==> config.mk <==
export PLATFORM = sky130hd
export DESIGN_NAME = mem_arbiter_flat
export DESIGN_NICKNAME = d
export VERILOG_FILES = /design/src/rtl/mem_arbiter_if.sv /design/src/rtl/mem_arbiter.sv /design/src/flat_wrapper.sv
export SDC_FILE = /design/constraint.sdc
export NUM_CORES = 1
export LEC_CHECK = 0
export CAP_MARGIN = 10
export CORE_AREA = 2 2 635 637
export DETAILED_ROUTE_END_ITERATION = 12
export DIE_AREA = 0 0 637 639
export GPL_TIMING_DRIVEN = 1
export PLACE_DENSITY = 0.3
export SYNTH_ARGS = -nofsm -noshare
export SYNTH_HDL_FRONTEND = slang
export SYNTH_SLANG_ARGS = --single-unit
==> constraint.sdc <==
create_clock -name clk_i -period 2.2 [get_ports clk_i]
set_input_delay 0.22 -clock clk_i [delete_from_list [all_inputs] [get_ports clk_i]]
set_output_delay 0.22 -clock clk_i [all_outputs]
set_load 0.005 [all_outputs]
==> src/rtl/mem_arbiter_if.sv <==
// Bundle of all request, response and status signals of the two-port memory
// arbiter. The slave modport is the arbiter's view. The master modport is
// the view of the surrounding requesters and memory.
interface mem_arbiter_if #(
  parameter int LINE_W = 256
);
  // instruction-side requester (port 0)
  logic              p0_enable_i;
  logic              p0_write_i;
  logic [31:0]       p0_addr_i;
  logic [LINE_W-1:0] p0_data_i;
  logic [LINE_W-1:0] p0_data_o;
  logic              p0_ack_o;

  // data-cache requester (port 1)
  logic              p1_enable_i;
  logic              p1_write_i;
  logic [31:0]       p1_addr_i;
  logic [LINE_W-1:0] p1_data_i;
  logic [LINE_W-1:0] p1_data_o;
  logic              p1_ack_o;

  // shared memory side
  logic              mem_enable_o;
  logic              mem_write_o;
  logic [31:0]       mem_addr_o;
  logic [LINE_W-1:0] mem_data_o;
  logic [LINE_W-1:0] mem_data_i;
  logic              mem_ack_i;

  // status
  logic [1:0]        grant_o;
  logic              busy_o;
  logic              timeout_o;

  modport slave (
    input  p0_enable_i, p0_write_i, p0_addr_i, p0_data_i,
    output p0_data_o, p0_ack_o,
    input  p1_enable_i, p1_write_i, p1_addr_i, p1_data_i,
    output p1_data_o, p1_ack_o,
    output mem_enable_o, mem_write_o, mem_addr_o, mem_data_o,
    input  mem_data_i, mem_ack_i,
    output grant_o, busy_o, timeout_o
  );

  modport master (
    output p0_enable_i, p0_write_i, p0_addr_i, p0_data_i,
    input  p0_data_o, p0_ack_o,
    output p1_enable_i, p1_write_i, p1_addr_i, p1_data_i,
    input  p1_data_o, p1_ack_o,
    input  mem_enable_o, mem_write_o, mem_addr_o, mem_data_o,
    output mem_data_i, mem_ack_i,
    input  grant_o, busy_o, timeout_o
  );
endinterface

==> src/rtl/mem_arbiter.sv <==
// Two-port memory arbiter. It shares one memory port between an
// instruction-side requester (p0) and a data-cache requester (p1).
// A granted request is captured into registers and held stable until memory
// acks. A watchdog counter raises a sticky timeout flag when a grant runs
// TO_CYC cycles without an ack.
// Optional feature: define MEM_ARB_ROUND_ROBIN_EN to resolve simultaneous
// requests round-robin. When it is not defined, p1 always wins a tie.
module mem_arbiter #(
  parameter int LINE_W = 256,
  parameter int TO_CYC = 1023
) (
  input  logic         clk_i,
  input  logic         rst_i,
  mem_arbiter_if.slave bus
);

  typedef enum logic [1:0] {
    IDLE = 2'd0,
    GNT0 = 2'd1,
    GNT1 = 2'd2
  } state_t;

  localparam int CNT_W = (TO_CYC < 2) ? 1 : $clog2(TO_CYC + 1);
  localparam logic [CNT_W-1:0] CNT_MAX = CNT_W'(TO_CYC);

  state_t            state;
  state_t            state_next;
  logic              pick0;
  logic              pick1;
  logic              enable_q;
  logic              write_q;
  logic [31:0]       addr_q;
  logic [LINE_W-1:0] data_q;
  logic [CNT_W-1:0]  cnt;
  logic              timeout_q;
  logic              granted;

`ifdef MEM_ARB_ROUND_ROBIN_EN
  logic              last_p1;
`endif

  assign granted = (state != IDLE);

  // Arbitration in IDLE picks a port. A grant ends only on a memory ack.
  always_comb begin
    state_next = state;
    pick0      = 1'b0;
    pick1      = 1'b0;
    case (state)
      IDLE: begin
        if (bus.p0_enable_i && bus.p1_enable_i) begin
`ifdef MEM_ARB_ROUND_ROBIN_EN
          if (last_p1) pick0 = 1'b1;
          else         pick1 = 1'b1;
`else
          pick1 = 1'b1;
`endif
        end else if (bus.p0_enable_i) begin
          pick0 = 1'b1;
        end else if (bus.p1_enable_i) begin
          pick1 = 1'b1;
        end
        if (pick0)      state_next = GNT0;
        else if (pick1) state_next = GNT1;
      end
      GNT0, GNT1: begin
        if (bus.mem_ack_i) state_next = IDLE;
      end
      default: state_next = IDLE;
    endcase
  end

  // State register. mem_enable is registered alongside it so the two always agree.
  always_ff @(posedge clk_i or negedge rst_i) begin
    if (!rst_i) begin
      state    <= IDLE;
      enable_q <= 1'b0;
    end else begin
      state    <= state_next;
      enable_q <= (state_next != IDLE);
    end
  end

  // Capture the winner's request so later input changes cannot disturb memory.
  always_ff @(posedge clk_i or negedge rst_i) begin
    if (!rst_i) begin
      write_q <= 1'b0;
      addr_q  <= '0;
      data_q  <= '0;
    end else if (pick0) begin
      write_q <= bus.p0_write_i;
      addr_q  <= bus.p0_addr_i;
      data_q  <= bus.p0_data_i;
    end else if (pick1) begin
      write_q <= bus.p1_write_i;
      addr_q  <= bus.p1_addr_i;
      data_q  <= bus.p1_data_i;
    end
  end

  // Count granted cycles without an ack. The counter saturates, and the timeout flag stays set until reset.
  always_ff @(posedge clk_i or negedge rst_i) begin
    if (!rst_i) begin
      cnt       <= '0;
      timeout_q <= 1'b0;
    end else begin
      if (pick0 || pick1) begin
        cnt <= '0;
      end else if (granted && !bus.mem_ack_i && cnt != CNT_MAX) begin
        cnt <= cnt + CNT_W'(1);
        if (cnt == CNT_MAX - CNT_W'(1)) timeout_q <= 1'b1;
      end
    end
  end

`ifdef MEM_ARB_ROUND_ROBIN_EN
  // Remember the most recent grant so the next tie goes to the other port.
  always_ff @(posedge clk_i or negedge rst_i) begin
    if (!rst_i) begin
      last_p1 <= 1'b1;
    end else if (pick0) begin
      last_p1 <= 1'b0;
    end else if (pick1) begin
      last_p1 <= 1'b1;
    end
  end
`endif

  assign bus.p0_ack_o     = bus.mem_ack_i && (state == GNT0);
  assign bus.p1_ack_o     = bus.mem_ack_i && (state == GNT1);
  assign bus.p0_data_o    = (state == GNT0) ? bus.mem_data_i : '0;
  assign bus.p1_data_o    = (state == GNT1) ? bus.mem_data_i : '0;
  assign bus.mem_enable_o = enable_q;
  assign bus.mem_write_o  = write_q;
  assign bus.mem_addr_o   = addr_q;
  assign bus.mem_data_o   = data_q;
  assign bus.grant_o      = {state == GNT1, state == GNT0};
  assign bus.busy_o       = enable_q;
  assign bus.timeout_o    = timeout_q;

endmodule
==> src/flat_wrapper.sv <==
// flat-port wrapper written by rule: the top's interface ports become plain ports
module mem_arbiter_flat 
#(
  parameter int LINE_W = 256,
  parameter int TO_CYC = 1023
)
  (clk_i, rst_i, bus_p0_enable_i, bus_p0_write_i, bus_p0_addr_i, bus_p0_data_i, bus_p0_data_o, bus_p0_ack_o, bus_p1_enable_i, bus_p1_write_i, bus_p1_addr_i, bus_p1_data_i, bus_p1_data_o, bus_p1_ack_o, bus_mem_enable_o, bus_mem_write_o, bus_mem_addr_o, bus_mem_data_o, bus_mem_data_i, bus_mem_ack_i, bus_grant_o, bus_busy_o, bus_timeout_o);
  mem_arbiter_if #(.LINE_W(LINE_W)) bus_i ();
  input  logic clk_i;
  input  logic rst_i;
  input wire logic [$bits(bus_i.p0_enable_i)-1:0] bus_p0_enable_i;
  input wire logic [$bits(bus_i.p0_write_i)-1:0] bus_p0_write_i;
  input wire logic [$bits(bus_i.p0_addr_i)-1:0] bus_p0_addr_i;
  input wire logic [$bits(bus_i.p0_data_i)-1:0] bus_p0_data_i;
  output wire logic [$bits(bus_i.p0_data_o)-1:0] bus_p0_data_o;
  output wire logic [$bits(bus_i.p0_ack_o)-1:0] bus_p0_ack_o;
  input wire logic [$bits(bus_i.p1_enable_i)-1:0] bus_p1_enable_i;
  input wire logic [$bits(bus_i.p1_write_i)-1:0] bus_p1_write_i;
  input wire logic [$bits(bus_i.p1_addr_i)-1:0] bus_p1_addr_i;
  input wire logic [$bits(bus_i.p1_data_i)-1:0] bus_p1_data_i;
  output wire logic [$bits(bus_i.p1_data_o)-1:0] bus_p1_data_o;
  output wire logic [$bits(bus_i.p1_ack_o)-1:0] bus_p1_ack_o;
  output wire logic [$bits(bus_i.mem_enable_o)-1:0] bus_mem_enable_o;
  output wire logic [$bits(bus_i.mem_write_o)-1:0] bus_mem_write_o;
  output wire logic [$bits(bus_i.mem_addr_o)-1:0] bus_mem_addr_o;
  output wire logic [$bits(bus_i.mem_data_o)-1:0] bus_mem_data_o;
  input wire logic [$bits(bus_i.mem_data_i)-1:0] bus_mem_data_i;
  input wire logic [$bits(bus_i.mem_ack_i)-1:0] bus_mem_ack_i;
  output wire logic [$bits(bus_i.grant_o)-1:0] bus_grant_o;
  output wire logic [$bits(bus_i.busy_o)-1:0] bus_busy_o;
  output wire logic [$bits(bus_i.timeout_o)-1:0] bus_timeout_o;
  assign bus_i.p0_enable_i = bus_p0_enable_i;
  assign bus_i.p0_write_i = bus_p0_write_i;
  assign bus_i.p0_addr_i = bus_p0_addr_i;
  assign bus_i.p0_data_i = bus_p0_data_i;
  assign bus_p0_data_o = bus_i.p0_data_o;
  assign bus_p0_ack_o = bus_i.p0_ack_o;
  assign bus_i.p1_enable_i = bus_p1_enable_i;
  assign bus_i.p1_write_i = bus_p1_write_i;
  assign bus_i.p1_addr_i = bus_p1_addr_i;
  assign bus_i.p1_data_i = bus_p1_data_i;
  assign bus_p1_data_o = bus_i.p1_data_o;
  assign bus_p1_ack_o = bus_i.p1_ack_o;
  assign bus_mem_enable_o = bus_i.mem_enable_o;
  assign bus_mem_write_o = bus_i.mem_write_o;
  assign bus_mem_addr_o = bus_i.mem_addr_o;
  assign bus_mem_data_o = bus_i.mem_data_o;
  assign bus_i.mem_data_i = bus_mem_data_i;
  assign bus_i.mem_ack_i = bus_mem_ack_i;
  assign bus_grant_o = bus_i.grant_o;
  assign bus_busy_o = bus_i.busy_o;
  assign bus_timeout_o = bus_i.timeout_o;
  mem_arbiter #(.LINE_W(LINE_W), .TO_CYC(TO_CYC)) u_core (.clk_i(clk_i), .rst_i(rst_i), .bus(bus_i));
endmodule
-- After elaboration in Yosys (flattened, before gate mapping)
Index checks and enable logic that the tools add are counted.
- flip-flop bits (word level): 303
- output and inout bits: 808
- word-level logic and storage cells: 50
- $add $sub $neg: 1
- equal/unequal tests: 4
- multiplexer cells: 23
- bitwise logic cells: 1
- reduce and logical (&&, ||, !) cells: 14
- operator list (operator ; number):
    $mux W256 ; 4
    $mux W32 ; 2
    $mux W10 ; 2
    $mux W1 ; 11
    $add A10 B1 Y10 const B ; 1
    $eq A10 B10 Y1 const B ; 1
    $ne A10 B10 Y1 const B ; 1
    $reduce_bool A2 Y1 ; 4
    $mux W2 ; 3
    $logic_and A1 B1 Y1 ; 5
    $pmux W2 S2 ; 1
    $reduce_and A3 Y1 ; 1
    $eq A2 B1 Y1 const B ; 1
    $eq A2 B2 Y1 const B ; 1
    $logic_not A2 Y1 ; 1
    $reduce_or A2 Y1 ; 1
    $logic_not A1 Y1 ; 1
    $logic_or A1 B1 Y1 ; 1
    $not A1 Y1 ; 1

-- Longest topological paths before layout
- depth in word-level cells: 8
- mapped depth: 9
- depth with buffers taken out: 6

-- Least setup slack after synthesis
OpenSTA, ideal clock, no wires.
- path kind: register to register
- start: register u_core.state[0]
- end: register u_core.data_q[100], in the netlist u_core.bus.mem_data_o[100]
- setup time: 0.132 ns
- data arrival time: 1.607 ns
- required time: 2.068 ns
- setup slack: 0.460 ns
- stages on the path, launching flop included: 10
- buffers on the path: 3
- clock period less this slack: 1.740 ns
- path through: dfrtp_1 > inv_1 > ha_1 > buf_6 > nor2b_2 > nand2_4 > buf_6 > buf_6 > mux2i_1 > o21ai_1
- word-level cells in the longest chain between the ends: 3
- ends and longest elaborated chain (element ; RTL line ; source):
    start: declaration ; mem_arbiter.sv:26 ; state_t state;
    start signal: assignment ; mem_arbiter.sv:79 ; state <= state_next;
    $logic_not A2 Y1 (*) ; mem_arbiter.sv:49 ; case (state)
    $mux W1 ; mem_arbiter.sv:49 ;
    $mux W256 or $reduce_bool A2 Y1 (tied branches) ; - ;
    end signal: assignment ; mem_arbiter.sv:93 ; data_q <= bus.p0_data_i;
    end signal: assignment ; mem_arbiter.sv:97 ; data_q <= bus.p1_data_i;
    end: declaration ; mem_arbiter.sv:33 ; logic [LINE_W-1:0] data_q;
Mark *: on every way between the ends. The rest lies on a longest branch, timed or not.
A chain may end at the register's enable or synchronous reset.

-- Worst setup path in the final report
- start: register u_core.state[1]
- end: output port bus_p0_data_o[102]
- word-level cells in the longest chain between the ends: 2
- ends and longest elaborated chain (element ; RTL line ; source):
    $eq A2 B1 Y1 ; mem_arbiter.sv:131 ; assign bus.p0_data_o = (state == GNT0) ? bus.mem_data_i : '0;
    $mux W256 ; mem_arbiter.sv:131 ;
    end: declaration ; flat_wrapper.sv:15 ; output wire logic [$bits(bus_i.p0_data_o)-1:0] bus_p0_data_o;
No other way between the ends.

==> impl_metrics.env <==
export IMPL_num_vias=22090
export IMPL_die_area_um2=407000
export IMPL_clk_pin_slew_ns=0.07
export IMPL_vdd_ir_drop_max_mv=0.4817
export IMPL_crit_fanout=13
export IMPL_synth_edf_count=0
export IMPL_clockBufferDepth=3
export IMPL_endpoint_kind="output port"
export IMPL_holdWs_ns=0.1319
export IMPL_grt_pass1_wl_um=308700
export IMPL_area_growth_pct=156.7
export IMPL_yosys_area_top_type_share=0.4320
export IMPL_final_cells=9039
export IMPL_drt_vias_per_instance=2.444
export IMPL_start_kind="register"
export IMPL_final_area_um2=45050
export IMPL_synthCells=1903
export IMPL_criticalPathCategory="reg2out"
export IMPL_initial_utilization=0.04378
export IMPL_final_setup_viol_count=508
export IMPL_ys_ff_latch=303
export IMPL_synth_net_count=2748
export IMPL_yosysWarnings=0
export IMPL_ant_nets=0
export IMPL_fin_ws_ns=-0.5032
export IMPL_core_area_um2=400900
export IMPL_tritoncts="done"
export IMPL_cts_root_buffer="clkbuf_16"
export IMPL_antenna_found_initial=165
export IMPL_port_buffers=1646
export IMPL_power_mw=48.96
export IMPL_synth_commonest_cells="514 x and2_1, 303 x dfrtp_1, 298 x nand2_1"
export IMPL_rsz0062_at_grt="true"
export IMPL_placed_cell_area_um2=42800
export IMPL_gp_congestion=0.8806
export IMPL_drc_errors=0
export IMPL_dominantRegCellSynth="dfrtp_1"
export IMPL_synth_area_um2=17550
export IMPL_chipWidth_um=637
export IMPL_grt_max_degree=69
export IMPL_dr_pass1_iters=5
export IMPL_final_setup_skew_ns=0.02877
export IMPL_worstHoldPathType="in2async"
export IMPL_die_h_um=639
export IMPL_numClockSinks=303
export IMPL_leakagePower_nw=18.82
export IMPL_violations="negative setup slack"
export IMPL_htreeDepth=2
export IMPL_required_ns=1.98
export IMPL_worst_pin_slew_ns=0.7455
export IMPL_maxCapViolations=0
export IMPL_fin_crit_sh=1.229
export IMPL_cp_data_arrival_time_ns=2.48
export IMPL_gr_usage_all_layers=0.1219
export IMPL_numCtsBuffers=47
export IMPL_ios=1647
export IMPL_drive_above_1_share=0.1694
export IMPL_synth_async_reset_ratio=1.000
export IMPL_synth_area_leader_cell="dfrtp_1"
export IMPL_powerDensity_nw_per_um2=1087
export IMPL_routed_wl_um=260700
export IMPL_clock_latency_ns=0.68
export IMPL_min_period_ns=2.703
export IMPL_num_rows=233
export IMPL_maxSlewHeadroom=0.5014
export IMPL_yosysSeqAreaShare=0.4320
export IMPL_dp_cells=8875
export IMPL_outcome="finished, violations left"
export IMPL_ys_types=33
export IMPL_slew_violations=0
export IMPL_fin_nets=4528
export IMPL_drt_iter0_drc=1156
export IMPL_yosysMostFrequentCell="and2_1"
export IMPL_grt_pass1_vias=22430
export IMPL_fmax_ghz=0.3699
export IMPL_grt_overflow_total=0
export IMPL_synth_avg_cell_area_um2=9.223
export IMPL_hold_viol=0
export IMPL_synth_area_leaders="dfrtp_1 43%, and2_1 18%, mux2i_1 17%"
export IMPL_avgRoutedWirePerCell_um=28.85
export IMPL_dp_hpwl_um=235900
[kinds of logic (layout without fill, tap and decap cells)]
| logic type | count (synthesis) | after routing | synth area share |
|---|---|---|---|
| AOI/OAI and AO/OA | 303 | 303 | 0.08954 |
| buffers and inverters | 160 | 1975 | 0.04976 |
| adders and majority gates | 6 | 6 | 0.004277 |
| other | 0 | 34 | 0 |
| and+or+nand+nor | 835 | 835 | 0.2556 |
| muxes | 295 | 295 | 0.1682 |
| xor gates and xnor gates | 1 | 1 | 0.0004991 |
| DFF | 303 | 303 | 0.4320 |
[power breakdown]
| part | leakage (nW) | internal [mW] | total, mW | switching (mW) |
|---|---|---|---|---|
| Combinational | 14.3 | 16.1 | 31.1 | 14.9 |
| Sequential | 3.73 | 8.30 | 9.93 | 1.64 |
| Clock | 0.749 | 4.65 | 7.94 | 3.30 |
| Total | 18.8 | 29.1 | 49.0 | 19.9 |
[sequential cells by signal, summed over array words and instances (netlist names)]
register / cells
u_core.bus.busy_o: 1
u_core.bus.mem_addr_o: 32
u_core.bus.mem_data_o: 256
u_core.bus.mem_write_o: 1
u_core.bus.timeout_o: 1
u_core.cnt: 10
u_core.state: 2
[layout by cell type (no fill, tap or decap), types with 14 or more instances in the layout]
cell type / count
clkdlybuf4s50_1: 1332
and2_1: 477
dfrtp_1: 303
nand2_1: 298
mux2i_1: 295
o21ai_1: 211
buf_4: 208
buf_12: 158
o21ai_0: 81
clkbuf_16: 54
buf_6: 38
clkbuf_2: 38
and2_4: 36
diode_2: 34
buf_2: 26
dlymetal6s2s_1: 26
clkdlybuf4s15_2: 23
clkbuf_1: 14
dlygate4sd2_1: 14
[final cells by class]
class                      count  area (um^2)
fill                       46060       355800
tap                         5287         6615
antenna                       34        85.08
multi-input combinational   1440         9220
sequential                   303         7582
clock buffer                  68         1325
inverter                       5        18.77
clock inverter                16        215.2
timing repair buffer        1886        19990
[per-stage QoR]
step | setup TNS (ns) | setup WS, ns | util
after floorplan | 0 | 0.4604 | -
after global placement | -75.34 | -0.3782 | 0.1068
after detailed placement | -73.96 | -0.3709 | 0.1068
after CTS | -239.20 | -0.6439 | 0.1116
after global routing | -223.03 | -0.6119 | 0.1122
final | -150.66 | -0.5032 | 0.1124
[path summary, 6_finish.rpt]
path	cells past startpoint	slack, ns	to	startpoint
min reg2reg	2	0.48	u_core.bus.mem_data_o[237]$_DFFE_PN0N_	u_core.bus.mem_data_o[237]$_DFFE_PN0N_
max reg2reg	10	-0.13	u_core.bus.mem_data_o[134]$_DFFE_PN0N_	u_core.state[0]$_DFF_PN0_
max in group asynchronous	3	1.28	u_core.bus.mem_data_o[67]$_DFFE_PN0N_	rst_i
min	2	0.13	u_core.bus.mem_data_o[31]$_DFFE_PN0N_	rst_i
min in group clk_i	3	0.16	u_core.bus.mem_data_o[95]$_DFFE_PN0N_	bus_p0_data_i[95]
max	6	-0.50	bus_p0_data_o[102]	u_core.state[1]$_DFF_PN0_
[repair_timing]
| action | 4_1_cts | 5_1_grt |
|---|---|---|
| pin swaps | 1 | 1 |
| gates resized for setup | 257 | 222 |
| hold buffers | 1 | 0 |
| hold endpoints to repair | 35 | 0 |
| gates cloned | 5 | 8 |
| endpoints found under the setup margin | 520 | 595 |
| buffers inserted | 13 | 22 |
[layer usage]
metal  GRT usage  vias to the layer above  share of wire
met2      0.2414                     1194           0.55
met3     0.04248                      387          0.083
met4     0.02885                       60          0.031
met1      0.1189                    10550           0.33
li1            -                     9905              -
met5           0                        -         0.0016
[worst max-delay path: stages (launching register included)]
cell	delay, ns
dfrtp_1	0.38
inv_1	0.12
ha_4	0.24
buf_4	0.20
clkbuf_16	0.19
and2_1	0.12
clkdlybuf4s50_1	0.55
Power figures use the tool's default switching activity.
